--- src/rtl/iic_cfg_seq.sv ---
// -----------------------------------------------------------------------------
// iic_cfg_seq
//
// Walks a small configuration table and hands each entry to an external IIC
// write engine, one register write at a time. A failed write (NACK or no
// answer within TIMEOUT cycles) is retried up to MAX_RETRY extra times. If an
// entry still fails after that, the sequence stops with err set. Consecutive
// write attempts are separated by GAP_CYC idle cycles.
//
// Ports
//   s_clk     system clock, rising edge
//   s_rst     synchronous, active-high reset
//   start     one-cycle pulse that launches a sequence (only honoured in IDLE)
//   busy      high from the cycle after start is accepted through the FIN cycle
//   done      one-cycle pulse at the end of a sequence (success or failure)
//   err       sticky failure flag, cleared by the next accepted start
//   cfg_idx   index of the current table entry (drives an external lookup)
//   cfg_data  table word for cfg_idx: [15:8] register address, [7:0] data
//   wr_req    one-cycle write request to the engine
//   wr_addr   register address for the engine, stable between LOADs
//   wr_data   register data for the engine, stable between LOADs
//   wr_done   one-cycle pulse from the engine: transaction finished
//   wr_nack   qualified by wr_done; 1 = slave did not acknowledge
// -----------------------------------------------------------------------------
module iic_cfg_seq #(
  parameter int CFG_NUM   = 8,
  parameter int GAP_CYC   = 100,
  parameter int MAX_RETRY = 3,
  parameter int TIMEOUT   = 50000
) (
  input  logic        s_clk,
  input  logic        s_rst,
  input  logic        start,
  output logic        busy,
  output logic        done,
  output logic        err,
  output logic [3:0]  cfg_idx,
  input  logic [15:0] cfg_data,
  output logic        wr_req,
  output logic [7:0]  wr_addr,
  output logic [7:0]  wr_data,
  input  logic        wr_done,
  input  logic        wr_nack
);

  // Counter widths are chosen so each counter can hold its own limit.
  localparam int TO_W  = (TIMEOUT > 1)   ? $clog2(TIMEOUT + 1)   : 1;
  localparam int GAP_W = (GAP_CYC > 1)   ? $clog2(GAP_CYC + 1)   : 1;
  localparam int RT_W  = (MAX_RETRY > 0) ? $clog2(MAX_RETRY + 1) : 1;

  // GAP_CYC of 0 still spends one cycle in GAP; the state cannot be skipped.
  localparam logic [TO_W-1:0]  TO_LAST  = TO_W'((TIMEOUT > 0) ? TIMEOUT - 1 : 0);
  localparam logic [GAP_W-1:0] GAP_LAST = GAP_W'((GAP_CYC > 0) ? GAP_CYC - 1 : 0);
  localparam logic [RT_W-1:0]  RT_MAX   = RT_W'(MAX_RETRY);
  localparam logic [3:0]       IDX_LAST = 4'(CFG_NUM - 1);

  typedef enum logic [2:0] {
    S_IDLE,
    S_LOAD,
    S_REQ,
    S_WAIT,
    S_GAP,
    S_FIN
  } state_e;

  state_e           state_q,   state_d;
  logic [3:0]       cfg_idx_q, cfg_idx_d;
  logic [RT_W-1:0]  retry_q,   retry_d;
  logic [TO_W-1:0]  to_cnt_q,  to_cnt_d;
  logic [GAP_W-1:0] gap_cnt_q, gap_cnt_d;
  logic [7:0]       wr_addr_q, wr_addr_d;
  logic [7:0]       wr_data_q, wr_data_d;
  logic             err_q,     err_d;
  logic             busy_q,    busy_d;
  logic             done_q,    done_d;
  logic             wr_req_q,  wr_req_d;

  logic             attempt_ok;
  logic             attempt_fail;

  always_comb begin
    // NOTE: every variable written here gets its current value first, so no
    // path through the case can leave one unassigned and infer a latch.
    state_d      = state_q;
    cfg_idx_d    = cfg_idx_q;
    retry_d      = retry_q;
    to_cnt_d     = to_cnt_q;
    gap_cnt_d    = gap_cnt_q;
    wr_addr_d    = wr_addr_q;
    wr_data_d    = wr_data_q;
    err_d        = err_q;
    attempt_ok   = 1'b0;
    attempt_fail = 1'b0;

    case (state_q)
      S_IDLE: begin
        if (start) begin
          state_d   = S_LOAD;
          cfg_idx_d = '0;
          retry_d   = '0;
          err_d     = 1'b0;
        end
      end

      S_LOAD: begin
        wr_addr_d = cfg_data[15:8];
        wr_data_d = cfg_data[7:0];
        state_d   = S_REQ;
      end

      S_REQ: begin
        to_cnt_d = '0;
        state_d  = S_WAIT;
      end

      S_WAIT: begin
        // An engine answer in the limit cycle wins over the timeout.
        if (wr_done) begin
          attempt_ok   = !wr_nack;
          attempt_fail = wr_nack;
        end else if (to_cnt_q >= TO_LAST) begin
          attempt_fail = 1'b1;
        end else if (to_cnt_q != '1) begin
          to_cnt_d = to_cnt_q + TO_W'(1);
        end

        if (attempt_ok) begin
          retry_d = '0;
          if (cfg_idx_q == IDX_LAST) begin
            state_d = S_FIN;
          end else begin
            cfg_idx_d = cfg_idx_q + 4'd1;
            gap_cnt_d = '0;
            state_d   = S_GAP;
          end
        end else if (attempt_fail) begin
          if (retry_q < RT_MAX) begin
            // Retry the same entry after the gap.
            retry_d   = retry_q + RT_W'(1);
            gap_cnt_d = '0;
            state_d   = S_GAP;
          end else begin
            // Retries exhausted: stop here, cfg_idx points at the bad entry.
            err_d   = 1'b1;
            state_d = S_FIN;
          end
        end
      end

      S_GAP: begin
        if (gap_cnt_q >= GAP_LAST) begin
          state_d = S_LOAD;
        end else if (gap_cnt_q != '1) begin
          gap_cnt_d = gap_cnt_q + GAP_W'(1);
        end
      end

      S_FIN: begin
        state_d = S_IDLE;
      end

      default: begin
        state_d = S_IDLE;
      end
    endcase

    // Moore outputs are registered from the next state, so they line up
    // exactly with the state they belong to.
    busy_d   = (state_d != S_IDLE);
    done_d   = (state_d == S_FIN);
    wr_req_d = (state_d == S_REQ);
  end

  always_ff @(posedge s_clk) begin
    // NOTE: non-blocking assignments here make every register update from the
    // values present before the edge, independent of statement order.
    if (s_rst) begin
      state_q   <= S_IDLE;
      cfg_idx_q <= '0;
      retry_q   <= '0;
      to_cnt_q  <= '0;
      gap_cnt_q <= '0;
      wr_addr_q <= '0;
      wr_data_q <= '0;
      err_q     <= 1'b0;
      busy_q    <= 1'b0;
      done_q    <= 1'b0;
      wr_req_q  <= 1'b0;
    end else begin
      state_q   <= state_d;
      cfg_idx_q <= cfg_idx_d;
      retry_q   <= retry_d;
      to_cnt_q  <= to_cnt_d;
      gap_cnt_q <= gap_cnt_d;
      wr_addr_q <= wr_addr_d;
      wr_data_q <= wr_data_d;
      err_q     <= err_d;
      busy_q    <= busy_d;
      done_q    <= done_d;
      wr_req_q  <= wr_req_d;
    end
  end

  assign busy    = busy_q;
  assign done    = done_q;
  assign err     = err_q;
  assign cfg_idx = cfg_idx_q;
  assign wr_req  = wr_req_q;
  assign wr_addr = wr_addr_q;
  assign wr_data = wr_data_q;

endmodule

--- config.mk ---
export PLATFORM = sky130hd
export DESIGN_NAME = iic_cfg_seq
export DESIGN_NICKNAME = d
export VERILOG_FILES = /design/src/rtl/iic_cfg_seq.sv
export SDC_FILE = /design/constraint.sdc
export NUM_CORES = 1
export LEC_CHECK = 0
export ABC_AREA = 1
export CAP_MARGIN = 30
export CORE_MARGIN = 2
export CORE_UTILIZATION = 48
export DETAILED_ROUTE_END_ITERATION = 10
export GPL_ROUTABILITY_DRIVEN = 0
export HOLD_SLACK_MARGIN = 0.03
export PLACE_DENSITY = 0.83
export SKIP_CTS_REPAIR_TIMING = 1
export SYNTH_ARGS = -nofsm -noshare
export SYNTH_HDL_FRONTEND = slang
export SYNTH_SLANG_ARGS = --single-unit
--- constraint.sdc ---
create_clock -name s_clk -period 1.5 [get_ports s_clk]
set_input_delay 0.3 -clock s_clk [delete_from_list [all_inputs] [get_ports s_clk]]
set_output_delay 0.3 -clock s_clk [all_outputs]
set_load 0.01 [all_outputs]
== Word level (Yosys, flattened, before mapping) ==
Index checks and enable logic that the tools add are counted.

* Bits in registers: 52
* Bits in latches: 0
* Memory bits (writable): 0
* Bits in read-only memories: 0
* Input port bits: 21
* Memories kept: 0

* $add $sub $neg: 4
* Multipliers: 0
* Divide/modulo/power cells: 0
* $lt $le $gt $ge: 3
* Equal/unequal tests: 23
* Shift operators: 0
* Muxes and demuxes: 37
* Bitwise operators: 0
* Reductions and logical operators: 11

{| class="wikitable"
|+ Operator list
! operator !! number
|-
| 16-bit 2-to-1 mux || 3
|-
| 7-bit 2-to-1 mux || 6
|-
| 16-bit case mux with 2 select lines || 1
|-
| 2-bit != test (second input constant) || 11
|-
| 16-bit by 1-bit adder with 16-bit output (second input constant) || 1
|-
| 16-bit greater-or-equal comparator (second input constant) || 1
|-
| 16-bit != test (second input constant) || 1
|-
| 3-bit case mux with 5 select lines || 1
|-
| 7-bit case mux with 2 select lines || 1
|-
| 3-bit 2-to-1 mux || 4
|-
| 4-bit 2-to-1 mux || 3
|-
| 4-bit AND reduction || 3
|-
| 1-bit 2-to-1 mux || 11
|-
| 3-bit by 2-bit equality test with 1-bit output (second input constant) || 3
|-
| 3-bit != test (second input constant) || 3
|-
| 2-bit 2-to-1 mux || 4
|-
| 4-bit case mux with 2 select lines || 1
|-
| 7-bit by 1-bit adder with 7-bit output (second input constant) || 1
|-
| 7-bit greater-or-equal comparator (second input constant) || 1
|-
| 7-bit != test (second input constant) || 1
|-
| 3-bit equality test (second input constant) || 2
|-
| 6-bit AND reduction || 1
|-
| 2-bit nonzero test || 3
|-
| 5-bit AND reduction || 1
|-
| 10 further kinds || 10
|}

== Depth between registers and ports, before layout ==
* Depth after elaboration: 8
* Mapped depth: 12
* Mapped depth without buffers: 12

== Worst setup path before layout ==
No wires, ideal clock.

* Path kind: register -> register
* Start: reg to_cnt_q[0]
* End: reg to_cnt_q[1]
* Library setup time: 0.113 ns
* Data arrival time: 1.418 ns
* Required time: 1.387 ns
* Slack: -0.031 ns
* Cell stages (with the launch flop): 12
* Buffers on the path: 1
* Period minus slack after synthesis: 1.531 ns
* Cell sequence: dfxtp_1 -> ha_1 -> nand3_2 -> nand3_1 -> nand2_1 -> nand2_1 -> nand3_2 -> nand2_4 -> inv_2 -> buf_6 -> nor2_1 -> nor2_1

* Longest elaborated chain between the ends: 5
* Elaborated cells between the ends (all ways): 10
* Classes of those cells: add/sub (1); order compare (1); eq/ne (3); mux (4); reduce/logical (1)

{| class="wikitable"
|+ RTL lines
! item !! line !! text
|-
| start: declaration || 69 || <nowiki>logic [TO_W-1:0] to_cnt_q, to_cnt_d;</nowiki>
|-
| start signal: assignment || 193 || <nowiki>to_cnt_q <= to_cnt_d;</nowiki>
|-
| 16-bit by 1-bit adder with 16-bit output || 124 || <nowiki>to_cnt_d = to_cnt_q + TO_W'(1);</nowiki>
|-
| 16-bit 2-to-1 mux || 123 || <nowiki>end else if (to_cnt_q != '1) begin</nowiki>
|-
| 16-bit 2-to-1 mux || 121 || <nowiki>end else if (to_cnt_q >= TO_LAST) begin</nowiki>
|-
| 16-bit 2-to-1 mux || 118 || <nowiki>if (wr_done) begin</nowiki>
|-
| 16-bit case mux with 2 select lines || 95 || <nowiki>case (state_q)</nowiki>
|}

Several ways; a longest one is shown, not always the timed one. The select of a mux whose other input is x is not followed.
A chain may end at the register's enable or synchronous reset.

== Final worst setup path ==
* Start: reg gap_cnt_q[1]
* End: reg gap_cnt_q[6]

* Longest elaborated chain between the ends: 4
* Elaborated cells between the ends (all ways): 9
* Classes of those cells: add/sub (1); order compare (1); eq/ne (3); mux (3); reduce/logical (1)

{| class="wikitable"
|+ RTL lines
! item !! line !! text
|-
| start: declaration || 70 || <nowiki>logic [GAP_W-1:0] gap_cnt_q, gap_cnt_d;</nowiki>
|-
| start signal: assignment || 194 || <nowiki>gap_cnt_q <= gap_cnt_d;</nowiki>
|-
| 7-bit by 1-bit adder with 7-bit output || 154 || <nowiki>gap_cnt_d = gap_cnt_q + GAP_W'(1);</nowiki>
|-
| 7-bit 2-to-1 mux || 153 || <nowiki>end else if (gap_cnt_q != '1) begin</nowiki>
|-
| 7-bit 2-to-1 mux || 151 || <nowiki>if (gap_cnt_q >= GAP_LAST) begin</nowiki>
|-
| 7-bit case mux with 2 select lines || 95 ||
|}

Several ways; a longest one is shown, not always the timed one. The select of a mux whose other input is x is not followed.

==> run metrics <==
HP Start cfg_idx[2]; Final Max Tran Viols 0; synth unique cells 31; worst setup margin -0.1602 ns; Area growth, synth to finish 44.86%; via count 2973; CORE AREA 0.005439 sq mm; antenna-violating nets left 0; Final Net Count 504; flop2flop setup slack -0.16 ns; CTS tree yes; EDFF count, synth 0; placed wire-length estimate 4.631 mm; RR Startpoint gap_cnt_q[1]; DR pass1 iterations 5; die area 0.006197 sq mm; Crit Path Max Fanout 8; routed vias/inst 5.386; Seq/Total Area, Yosys 38.84%; clk buf depth 2; min-delay worst type register to register; drt wl/cell 14.09 microns; violated checks negative setup slack; Synth Flop Type dfxtp_1; DRC 0; Worst path max stage delay 0.35 ns; CTS buffer count 5; Hold Violations, Final 0; largest net degree at the start of global routing 18; pwr/cell area 794.0 mW/mm^2; global-route wire length before repair 10.65 mm; status complete, but fails checks; Total Wirelength 7.779 mm; Mapped Area 0.002680 sq mm; Detailed Route Iter0 Violations 264; Largest delay share family, worst path simple AND/OR/NAND/NOR gates; vias in the first global route 2473; Buf/Inv on CP 2; row count 27; Hold Path End cfg_idx[2]; Max Clock Freq 602.4 MHz; Slew HR 74.10%; final setup fails 25; H-tree depth 2; share of cells above drive strength 1 25.83%; Lkg Pwr 1.877 nW; reg2reg end gap_cnt_q[6]; period utilization 110.7%; WP data arrival 1.91 ns; CP endpoint kind register; Worst-Margin Slew 0.3845 ns; Clock Skew 0.01016 ns; crit path cell chain ha_4 > nand2_2 > inv_2 > nand2_2 > nor2_1 > nor2_1 > nor2_2 > nor2_4 > buf_4 > nand3_1 > a21oi_1; worst-skew pair later-pin latency 0.32 ns; clock period minus worst slack 1.660 ns; Hold Path Stages 2; CP Launch Type register; Die W 78.72 microns; grt total ovfl 0; Reg2Reg Depth 11; FF+latch count, synth 52; Max VDD drop 632.4 uV; diodes inserted 0; worst path required time 1.75 ns; die height 78.72 microns; CP Class register to register; Syn Inst Count 397; syn_nets 422; root buf cell clkbuf_8; initial antenna violation count 0; Crit-path slowest cell dfxtp_2; Final Util 71.38%; port buffer count 44; clock sink count 52; maxcap violations 0; asr flop ratio synth 0%; # IOs 45; post-route cell area 0.003882 sq mm; Starting Density 49.28%; syn_area_per_cell 6.751 sq um; total track usage 21.16%; clock slew at reported path FFs 0.10 ns; RSZ-0062 raised after global routing true; Synthesis Warnings 0; cell area after placement 0.003391 sq mm
logic make-up (layout without fill, tap and decap cells):
kind of cell | count (synthesis) | after routing | synth area share (%)
flops | 52 | 52 | 38.84
compound gates | 54 | 54 | 10.92
xor+xnor | 12 | 12 | 3.922
fa+ha+maj | 4 | 4 | 1.867
buf+inv | 40 | 123 | 6.349
simple gates | 235 | 235 | 38.10
cell usage in the layout, fill, tap and decap left out, types with 2 or more instances in the layout:
cell,n
nor3_1,2
nand2_4,7
nand2_1,71
nor2_2,8
a21oi_1,18
clkdlybuf4s50_1,20
nor2_4,3
nand3_4,2
clkbuf_8,6
o21bai_1,3
nand2_2,19
and2_1,2
dfxtp_1,41
dfxtp_2,9
inv_1,26
nand3_1,24
o21ai_0,19
buf_4,36
nor3_2,2
nand3_2,4
dfxtp_4,2
dlymetal6s2s_1,24
xor2_1,12
a21oi_2,11
nand4_1,5
buf_6,3
nor2_1,82
ha_4,2
inv_2,2
ha_1,2
metrics by stage:
step	setup slack, ns	total power, mW	TNS [ns]	hold slack, ns	std cells
5_1_grt	-0.2337	3.207	-3.924	0.5263	552
3_5_place_dp	-0.2603	2.140	-6.770	0.4820	534
6_report	-0.1602	3.083	-1.920	0.4954	552
4_1_cts	-0.1279	2.987	-2.144	0.4962	542
3_3_place_gp	-0.2256	2.128	-5.387	0.4647	534
2_1_floorplan	0.01078	1.848	0	0.4349	397
how the worst max path moves through the flow:
stage	from	cells past startpoint	endpoint	slack, ns
after CTS	to_cnt_q[1]	10	to_cnt_q[3]	-0.13
after detailed placement	wr_done	11	gap_cnt_q[1]	-0.26
final	gap_cnt_q[1]	11	gap_cnt_q[6]	-0.16
after global placement	wr_done	9	done	-0.23
after floorplan	to_cnt_q[0]	11	to_cnt_q[1]	0.01
after global routing	gap_cnt_q[1]	12	gap_cnt_q[1]	-0.23
sequential cells by signal, summed over array words and instances (netlist names):
register,cells
state_q,3
retry_q,2
cfg_idx,4
to_cnt_q,16
busy,1
gap_cnt_q,7
err,1
wr_addr,8
wr_req,1
wr_data,8
done,1
per-layer routing:
layer	up-vias	wire length (microns)	track usage, %
li1	1428	-	-
met1	1369	3168	25.38
met2	149	3824	35.38
met3	27	547	5.568
met4	0	239	9.825
met5	-	0	0
report_power, final:
group / total [mW] / switching [mW] / internal [mW]
combinational: 0.699 / 0.371 / 0.327
sequential: 1.52 / 0.0509 / 1.47
clock: 0.866 / 0.487 / 0.378
total: 3.08 / 0.910 / 2.17
worst reg2reg max path, cell delays in order (launching register included):
cell and delay (ns):
dfxtp_2 0.35, ha_4 0.16, nand2_2 0.07, inv_2 0.04, nand2_2 0.06, nor2_1 0.06, nor2_1 0.16, nor2_2 0.08
nor2_4 0.24, buf_4 0.16, nand3_1 0.07, a21oi_1 0.14
cell type report:
type,count,area [sq um]
Inverter,30,120.1
Fill cell,368,1556
Clock inverter,2,13.76
Multi-Input combinational cell,305,1672
Timing Repair Buffer,85,844.6
Sequential cell,52,1060
Clock buffer,6,82.58
Tap cell,72,90.09
synthesized netlist by cell type, types with 3 or more instances:
master,instances,share of area (%)
o21ai_0,20,3.7
nor2_1,89,12
ha_1,4,1.9
clkbuf_1,7,0.98
nand4_1,5,1.2
nand2_2,5,1.2
o21bai_1,3,0.84
inv_1,27,3.8
nor3_1,4,0.75
nand3_1,28,5.2
dfxtp_1,52,39
nand2_1,90,13
a21oi_1,27,5.0
xor2_1,12,3.9
Note: power is estimated with default switching activity, not from simulation.
